### src/rtl/cpu_pkg.sv
// cpu_pkg: address-map constants and small shared types for the pipelined
// MIPS core.
// PC unit, CP0 and instruction memory import this package, so the reset
// vector, exception vector and legal fetch window are defined only once.
package cpu_pkg;

    localparam int          WIDTH_DEF        = 32;
    localparam logic [31:0] RESET_VECTOR_DEF = 32'h0000_3000;
    localparam logic [31:0] EXC_VECTOR_DEF   = 32'h0000_4180;
    localparam logic [31:0] ADDR_LO_DEF      = 32'h0000_3000;
    localparam logic [31:0] ADDR_HI_DEF      = 32'h0000_6FFC;
    localparam int          STEP_DEF         = 4;

    // RUN: no buffered redirect. HOLD: pend_q holds a redirect captured
    // during a stall.
    typedef enum logic {
        PC_RUN  = 1'b0,
        PC_HOLD = 1'b1
    } pc_state_e;

endpackage

### src/rtl/pc_addr_check.sv
// pc_addr_check: combinational fetch/data address legality checker.
// Flags addresses that are not word aligned or that fall outside the
// inclusive window [ADDR_LO, ADDR_HI]. All comparisons are unsigned.
// Ports:
//   addr  in  WIDTH : address under test
//   adel  out 1     : 1 when addr is misaligned or out of range
module pc_addr_check
    import cpu_pkg::*;
#(
    parameter int               WIDTH   = WIDTH_DEF,
    parameter logic [WIDTH-1:0] ADDR_LO = WIDTH'(ADDR_LO_DEF),
    parameter logic [WIDTH-1:0] ADDR_HI = WIDTH'(ADDR_HI_DEF)
) (
    input  logic [WIDTH-1:0] addr,
    output logic             adel
);

    logic misaligned;
    logic below;
    logic above;

    assign misaligned = (addr[1:0] != 2'b00);
    assign below      = (addr < ADDR_LO);
    assign above      = (addr > ADDR_HI);
    assign adel       = misaligned | below | above;

endmodule

### src/rtl/pc_unit.sv
// pc_unit: program counter at the head of the IF stage.
// Holds the fetch address and advances it by STEP. Accepts redirects from
// decode, stalls from the hazard unit, and exception entry / eret from CP0.
// A redirect that arrives while stalled is buffered in a one-entry pending
// slot and applied on the first unstalled edge, unless a newer live redirect
// or an exception/eret supersedes it.
// Ports:
//   i_clk        in  1     : clock, rising edge
//   i_reset      in  1     : synchronous active-high reset
//   i_stall      in  1     : hold PC this cycle
//   i_br_valid   in  1     : redirect request
//   i_br_target  in  WIDTH : redirect address
//   i_exc        in  1     : exception/interrupt entry (overrides stall)
//   i_eret       in  1     : return from exception (overrides stall)
//   i_epc        in  WIDTH : eret return address
//   o_PC         out WIDTH : current fetch address (registered)
//   o_PC_plus    out WIDTH : o_PC + STEP (combinational)
//   o_pend       out 1     : buffered redirect waiting (registered)
//   o_adel       out 1     : o_PC is an illegal fetch address (combinational)
module pc_unit
    import cpu_pkg::*;
#(
    parameter int               WIDTH        = WIDTH_DEF,
    parameter logic [WIDTH-1:0] RESET_VECTOR = WIDTH'(RESET_VECTOR_DEF),
    parameter logic [WIDTH-1:0] EXC_VECTOR   = WIDTH'(EXC_VECTOR_DEF),
    parameter logic [WIDTH-1:0] STEP         = WIDTH'(STEP_DEF),
    parameter logic [WIDTH-1:0] ADDR_LO      = WIDTH'(ADDR_LO_DEF),
    parameter logic [WIDTH-1:0] ADDR_HI      = WIDTH'(ADDR_HI_DEF)
) (
    input  logic             i_clk,
    input  logic             i_reset,
    input  logic             i_stall,
    input  logic             i_br_valid,
    input  logic [WIDTH-1:0] i_br_target,
    input  logic             i_exc,
    input  logic             i_eret,
    input  logic [WIDTH-1:0] i_epc,
    output logic [WIDTH-1:0] o_PC,
    output logic [WIDTH-1:0] o_PC_plus,
    output logic             o_pend,
    output logic             o_adel
);

    pc_state_e        state_q, state_d;
    logic [WIDTH-1:0] pc_q, pc_d;
    logic [WIDTH-1:0] pend_q, pend_d;
    logic [WIDTH-1:0] pc_seq;

    // Sequential address; wraps modulo 2^WIDTH by construction.
    assign pc_seq = pc_q + STEP;

    always_ff @(posedge i_clk) begin
        if (i_reset) begin
            state_q <= PC_RUN;
            pc_q    <= RESET_VECTOR;
            pend_q  <= '0;
        end else begin
            state_q <= state_d;
            pc_q    <= pc_d;
            pend_q  <= pend_d;
        end
    end

    // Priority: exc > eret > live redirect > pending > sequential.
    always_comb begin
        state_d = state_q;
        pc_d    = pc_q;
        pend_d  = pend_q;

        if (i_exc) begin
            pc_d    = EXC_VECTOR;
            pend_d  = '0;
            state_d = PC_RUN;
        end else if (i_eret) begin
            pc_d    = i_epc;
            pend_d  = '0;
            state_d = PC_RUN;
        end else begin
            case (state_q)
                PC_RUN: begin
                    if (!i_stall) begin
                        pc_d = i_br_valid ? i_br_target : pc_seq;
                    end else if (i_br_valid) begin
                        pend_d  = i_br_target;
                        state_d = PC_HOLD;
                    end
                end
                PC_HOLD: begin
                    if (i_stall) begin
                        // Newer redirect replaces the buffered one.
                        if (i_br_valid) pend_d = i_br_target;
                    end else begin
                        pc_d    = i_br_valid ? i_br_target : pend_q;
                        state_d = PC_RUN;
                    end
                end
                default: state_d = PC_RUN;
            endcase
        end
    end

    assign o_PC      = pc_q;
    assign o_PC_plus = pc_seq;
    assign o_pend    = (state_q == PC_HOLD);

    pc_addr_check #(
        .WIDTH   (WIDTH),
        .ADDR_LO (ADDR_LO),
        .ADDR_HI (ADDR_HI)
    ) u_addr_check (
        .addr (pc_q),
        .adel (o_adel)
    );

endmodule
### config.mk
export PLATFORM = sky130hd
export DESIGN_NAME = pc_unit
export DESIGN_NICKNAME = d
export VERILOG_FILES = /design/src/rtl/cpu_pkg.sv /design/src/rtl/pc_addr_check.sv /design/src/rtl/pc_unit.sv
export SDC_FILE = /design/constraint.sdc
export NUM_CORES = 1
export LEC_CHECK = 0
export ABC_AREA = 1
export CAP_MARGIN = 20
export CORE_UTILIZATION = 50
export DETAILED_ROUTE_END_ITERATION = 10
export DONT_BUFFER_PORTS = 1
export PLACE_DENSITY = 0.64
export SKIP_CTS_REPAIR_TIMING = 1
export SLEW_MARGIN = 20
export SYNTH_ARGS = -nofsm -noshare
export SYNTH_HDL_FRONTEND = slang
export SYNTH_SLANG_ARGS = --single-unit
### constraint.sdc
create_clock -name i_clk -period 4.69 [get_ports i_clk]
set_clock_uncertainty 0.05 [all_clocks]
set_input_delay 1.1725 -clock i_clk [delete_from_list [all_inputs] [get_ports i_clk]]
set_output_delay 1.1725 -clock i_clk [all_outputs]
set_load 0.02 [all_outputs]
### Yosys cells after proc, flatten, opt, wreduce, memory -nomap -nowiden

Index checks and enable logic that the tools add are counted.

* equal/unequal tests: 4
* reductions and logical operators: 5
* $lt $le $gt $ge: 2
* bitwise gates (word level): 3
* $add $sub $neg: 1
* muxes and demuxes: 12

Operator list (number)
* two-way mux 32 bit: 6
* case mux 32 bit (2 select lines): 1
* adder 32 x 3 -> 32 bit, second input constant: 1
* > comparator 32 x 15 -> 1 bit, second input constant: 1
* < comparator 32 x 14 -> 1 bit, second input constant: 1
* two-way mux 15 bit: 1
* inequality test 4 bit, second input constant: 2
* inequality test 3 bit, second input constant: 2
* AND reduction 2 bit: 2
* two-way mux 1 bit: 3
* OR reduction 3 bit: 1
* OR 1 bit: 2
* case mux 1 bit (2 select lines): 1
* nonzero test 2 bit: 1
* OR reduction 2 bit: 1
* inverter 1 bit: 1

* bits in registers: 65
* output and inout bits: 66
* word-level logic and storage cells: 31
* input bits: 70

### Longest topological paths before layout

Gate-level depths: netlist of the first run.

* word-level depth: 6
* mapped depth: 11
* gate-level depth less buffers: 11

### By module

Synthesis of the first run repeated with hierarchy kept, for this count alone.

* cell total of the unflattened synthesis: 677
* area total of the unflattened synthesis: 4139.0 um^2

Modules (own cells, without submodules)
* pc_unit: sequential area each 1301.2 um^2, instances 1, cells an instance 654, area each 4047.6 um^2
* pc_addr_check: sequential area each 0.0 um^2, instances 1, cells an instance 23, area each 91.3 um^2

### Least setup slack after synthesis of the first run

OpenSTA, ideal clock, no wires.

* path type: register to output
* start: reg pc_q[3], in the netlist o_PC[3]
* end: out o_PC_plus[12]
* arrival: 1.539 ns
* stages on the path, launching flop included: 6
* path buffers: 0
* setup slack: 1.929 ns
* data required time: 3.468 ns
* path through: dfxtp_1 -> ha_1 -> inv_1 -> nor2_4 -> nand3_1 -> xnor2_1

* longest elaborated chain between the ends: 1

Ends and longest elaborated chain
* from (decl): line pc_unit.sv:45 `logic [WIDTH-1:0] pc_q, pc_d;`
* from (signal assigned): line pc_unit.sv:59 `pc_q <= pc_d;`
* adder 32 x 3 -> 32 bit: line pc_unit.sv:50 `assign pc_seq = pc_q + STEP;`
* to (decl): line pc_unit.sv:39 `output logic [WIDTH-1:0] o_PC_plus,`

Every way passes these cells.

### Final worst setup path of the first run

* start: reg pc_q[3], in the netlist o_PC[3]
* end: out o_PC_plus[10]

Same word-level chain as after synthesis.

==> results of run 1 <==
## cell families after synthesis
group           synth area share (%)
xor+xnor                        3.68
simple gates                    38.6
fa+ha+maj                      0.304
flops                           31.7
buf+inv                         7.70
compound gates                  18.0
## worst max-delay path, stage by stage, from the launching register on
cell and delay [ps]:
dfxtp_1 530, ha_1 310, inv_1 110, nor2_4 150, nand2_2 130, xnor2_1 550
## registers in the layout, summed over array words and instances (netlist names), named ones only
| register | count |
|---|---|
| o_PC | 30 |
| pend_q | 32 |
| o_pend | 1 |
## Yosys cell counts, types with 3 or more instances
library cell  number
clkbuf_1          14
xor2_1             3
nor2_4             6
nor2_1           119
o21ai_0           52
a221oi_1           9
and2_1             5
nand3_1           22
buf_2              9
a22o_1             4
a21oi_1           40
inv_1             44
nand2_1          193
xor2_2             4
buf_4              3
a211oi_1           9
o21ai_1            6
dfxtp_1           65
a31oi_1            4
nand4_1            5
nor2_2            10
nand2_2            9
xnor2_1            5
inv_2              5
## area by class of cell
type	instances	area share, %
Antenna cell	1	0.0565
Clock buffer	10	3.11
Clock inverter	6	3.11
Inverter	49	4.15
Multi-Input combinational cell	521	56.3
Sequential cell	65	29.4
Tap cell	102	2.88
Timing Repair Buffer	5	1.02
## placed cells by master, fill, tap and decap left out, types with 2 or more instances in the layout
master     Yosys  routed
a21oi_1       40      40
o22ai_1        2       2
a22o_1         4       4
nor2_4         6       6
inv_2          5       5
nand4_1        5       5
o21ai_0       52      52
bufinv_16      0       4
nand2_2        9       9
o21bai_1       2       2
a221oi_1       9       9
buf_4          3       4
dfxtp_1       65      65
xor2_2         4       4
xor2_1         3       3
clkbuf_8       0      10
nor2_2        10      10
nor2_1       119     119
nand2_1      193     193
a31oi_1        4       4
inv_1         44      44
nand3_2        2       2
nor4_1         2       2
nand3_1       22      22
a211oi_1       9       9
and2_1         5       5
o21ai_1        6       6
xnor2_1        5       5
## per-stage QoR
stage          hold slack [ps]  util, %  cell area (um^2)  std cells
2_1_floorplan              374        -              4110        664
4_1_cts                    402     56.2              4410        757
6_report                   403     56.4              4430        759
5_1_grt                    435     56.4              4430        759
3_5_place_dp               391     52.7              4130        741
3_3_place_gp               383     52.7              4130        741
## report_power, final
group	total [mW]	switching, mW	internal [mW]
registers	0.624	0.0521	0.572
clock network	0.667	0.243	0.425
logic	0.170	0.118	0.0519
total	1.46	0.413	1.05
## layer usage
metal	routed length [um]	up-vias	GRT usage, %
met5	0	-	0
met4	270	0	10.6
met3	1320	22	9.52
met2	5990	203	49.8
met1	5830	1923	43.6
li1	-	2118	-
## how the worst max path moves through the flow
stage | from | end | slack (ps) | depth (start not counted)
after floorplan | o_PC[3] | o_PC_plus[12] | 1930 | 5
after global placement | i_eret | o_PC[2] | 1770 | 6
after detailed placement | o_PC[3] | o_PC_plus[10] | 1720 | 5
after CTS | o_PC[3] | o_PC_plus[10] | 1340 | 5
after global routing | o_PC[3] | o_PC_plus[12] | 1230 | 5
final | o_PC[3] | o_PC_plus[10] | 1340 | 5
==> impl_metrics.toml, run 1 <==
[final_layout]
fill_cells = 839
multi_input_area_um2 = 2490
area_growth_pct = 7.73
final-seq-area_um2 = 1300
fin_nets = 722
drive_gt1_share_pct = 8.99

[placed_design]
place_congestion = 0.963
portBuffers = 0
place_hpwl_um = 10100
post-place-ws_ps = 1720

[hold_path]
hp-start = "pend_q[1]"
hp-class = "reg2reg"
holdPathStages = 2
hold_end = "pend_q[1]"

[detailed_routing]
drc = 0
wl_per_cell_um = 17.7
firstDrtPassIters = 5
vias = 4266
vias_per_cell = 5.62
drt-total-wl_um = 13400
drtIter0Drc = 220
ant_nets = 0

[synthesis]
synthTopCellsByArea = "dfxtp_1 (32%), nand2_1 (18%), nor2_1 (11%), o21ai_0 (6.3%), a21oi_1 (4.9%)"
synth_edf_count = 0
synth_top_area_cell = "dfxtp_1"
synth_ff_type = "dfxtp_1"
synth-seq-cells = 65
syn_inst = 664
yosys_warnings = 0
synth.avg_cell_area_um2 = 6.19
ys_seq_area_share_pct = 31.7
synth_top_area_share_pct = 31.7
yosysUniqueCellTypes = 38
syn-cell-area_um2 = 4110
synth_nets = 735
async_flop_share_pct = 0

[worst_setup_path]
r2r-end = "o_PC[10]"
crit_required_ps = 3470
cp-end-kind = "output pin"
criticalPathCategory = "reg2out"
r2r_setup_slack_ps = 2520
arrival_ps = 2130
r2r_cells = 9
startpoint_type = "register"
r2r_start = "o_PC[3]"
path_max_fanout = 5

[sta]
final-setup-viol-count = 0
hold_viol_final = 0
final.period_utilization_pct = 71.4
worst_pin_slew_ps = 656
slew-limit-headroom_pct = 55.9
slew_violations = 0
rsz0062_at_grt = "false"
tns_ps = 0
fmax_mhz = 298
postLayoutSetupSlackWorst_ps = 1340
fin_crit_ps = 3350

[cts]
clkLatencyLatePin_ps = 350
clockBufferDepth = 2
cts-root-buf = "clkbuf_8"
cts_sinks = 65
clk_pin_slew_worst_paths_ps = 80
numCtsBuffers = 9
h-tree-depth = 3
cts_tree = "built"

[die]
die_x_um = 92.7
die_h_um = 92.7
die_area_um2 = 8580
rows = 32
coreArea_um2 = 7850
ioPinCount = 136
start_util_pct = 52.4

[power_and_ir_drop]
power_mw = 1.46
leakagePower_nw = 1.68
cellPowerDensity_nw_per_um2 = 330
max-vdd-ir-drop_v = 0.000204

[grt]
grt_pass1_vias = 4012
grt_max_degree = 38
gr-total-overflow = 0
grt_pass1_wl_um = 21400
antenna_found_initial = 1
grt_util_all_layers_pct = 32.5

[run_status]
status = "finished clean"

[flow_run]
maxCapViolations = 0
Power figures use the tool's default switching activity.
==> run 2: changes to the inputs <==
==> constraint.sdc (replaced) <==
create_clock -name i_clk -period 3.2 [get_ports i_clk]
set_clock_uncertainty 0.05 [all_clocks]
set_input_delay 0.8 -clock i_clk [delete_from_list [all_inputs] [get_ports i_clk]]
set_output_delay 0.8 -clock i_clk [all_outputs]
set_load 0.02 [all_outputs]
==> impl_metrics.toml, run 2 (synthesis gave the netlist of run 1 again) <==
[flow_run]
maxCapViolations = 0

[worst_setup_path]
path_buf_inv = 1
path_max_fanout = 5
crit_required_ps = 2350
startpoint_type = "register"
criticalPathCategory = "reg2out"
arrival_ps = 2140
r2r_setup_slack_ps = 990
path_cells = "ha_1 > inv_1 > nor2_4 > nand3_1 > xnor2_1"
crit_cells = 5
r2r_cells = 9
cp_slowest_cell = "dfxtp_1"
critPathTopFamily = "flip-flops"
cp-end-kind = "output pin"
max_stage_delay_ps = 540

[final_layout]
multi_input_area_um2 = 2490
area_growth_pct = 6.39
fin_nets = 726
largest_reg_flops = 32
regMostFlops = "pend_q"
final-seq-area_um2 = 1300
fill_cells = 811
n_antenna_cell = 0
drive_gt1_share_pct = 9.55
mostFrequentLayoutCells = "nand2_1 (193), nor2_1 (119), dfxtp_1 (65), o21ai_0 (52), inv_1 (44)"
layout_commonest_cell = "nand2_1"

[sta]
rsz0062_at_grt = "false"
tns_ps = 0
final.period_utilization_pct = 93.5
slew_violations = 0
hold_viol_final = 0
slew-limit-headroom_pct = 56.5
worst_pin_slew_ps = 648
fin_crit_ps = 2990
fmax_mhz = 334
final-setup-viol-count = 0

[placed_design]
portBuffers = 0
place_congestion = 0.917
place_hpwl_um = 10300

[detailed_routing]
drt-total-wl_um = 13600
wl_met3_um = 1330
dr.max_layer_used = "met4"
drtIter0Drc = 266
vias_per_cell = 5.65
ant_nets = 0
wl_met1_um = 5930
vias = 4302
drc = 0
firstDrtPassIters = 5
wl_per_cell_um = 17.9
wl_met2_um = 6210

[cts]
cts_sinks = 65
cts-root-buf = "clkbuf_8"
numCtsBuffers = 9
clk_pin_slew_worst_paths_ps = 80
clockBufferDepth = 2
clkLatencyLatePin_ps = 350
cts_tree = "built"
h-tree-depth = 3

[grt]
grt_pass1_vias = 4021
antenna_found_initial = 0
gr-total-overflow = 0
grt_max_degree = 38
grt_util_all_layers_pct = 32.6
grt_pass1_wl_um = 21400

[power_and_ir_drop]
power_mw = 1.90
max-vdd-ir-drop_v = 0.000241
cellPowerDensity_nw_per_um2 = 435
leakagePower_nw = 1.66

[die]
ioPinCount = 136
coreArea_um2 = 7850
die_x_um = 92.7
start_util_pct = 52.4
die_h_um = 92.7
rows = 32
die_area_um2 = 8580

[run_status]
status = "finished clean"

[hold_path]
hp-class = "reg2reg"
holdPathStages = 2
==> run 2: changes by cell type in the layout (fill, tap and decap cells not counted) <==
cell	delta
buf_4	+5
bufinv_16	-3
clkinvlp_4	+2
buf_8	-1
clkbuf_8	-1
clkinv_2	+1
diode_2	-1
inv_6	+1
==> run 2: layout make-up <==
type                       count  share of cell area [%]
inverter                      49                    4.21
timing repair buffer           9                    1.55
clock buffer                   9                    2.83
tap                          102                    2.92
clock inverter                 7                    1.75
sequential                    65                    29.8
multi-input combinational    521                    57.0
==> run 2: where the power goes <==
group	switching (mW)	internal, mW
Clock	0.370	0.365
Sequential	0.0737	0.837
Combinational	0.179	0.0782
Total	0.623	1.28
==> run 2: tightest hold or removal path: stages (launching register included) <==
cell     delay [ps]
dfxtp_1         300
inv_1            60
a21oi_1          50
==> run 2: per-stage QoR <==
stage	util (%)	hold WS (ps)	area, um^2	setup WS, ps	instances
after floorplan	-	374	4110	811	664
after global placement	53.2	382	4170	640	746
after detailed placement	53.2	392	4170	618	746
after CTS	55.7	404	4370	226	762
after global routing	55.7	428	4370	131	762
final	55.7	403	4370	207	762
==> run 2: layer usage <==
layer / vias up / track usage [%]
li1: 2126 / -
met1: 1960 / 44.3
met2: 199 / 52.3
met3: 17 / 7.31
met4: 0 / 8.21
met5: - / 0
==> run 2: path summary, 6_finish.rpt <==
check | from | endpoint
max | o_PC[3] | o_PC_plus[12]
min | pend_q[22] | pend_q[22]
max reg2reg | o_PC[3] | o_PC[10]
min reg2reg | pend_q[22] | pend_q[22]
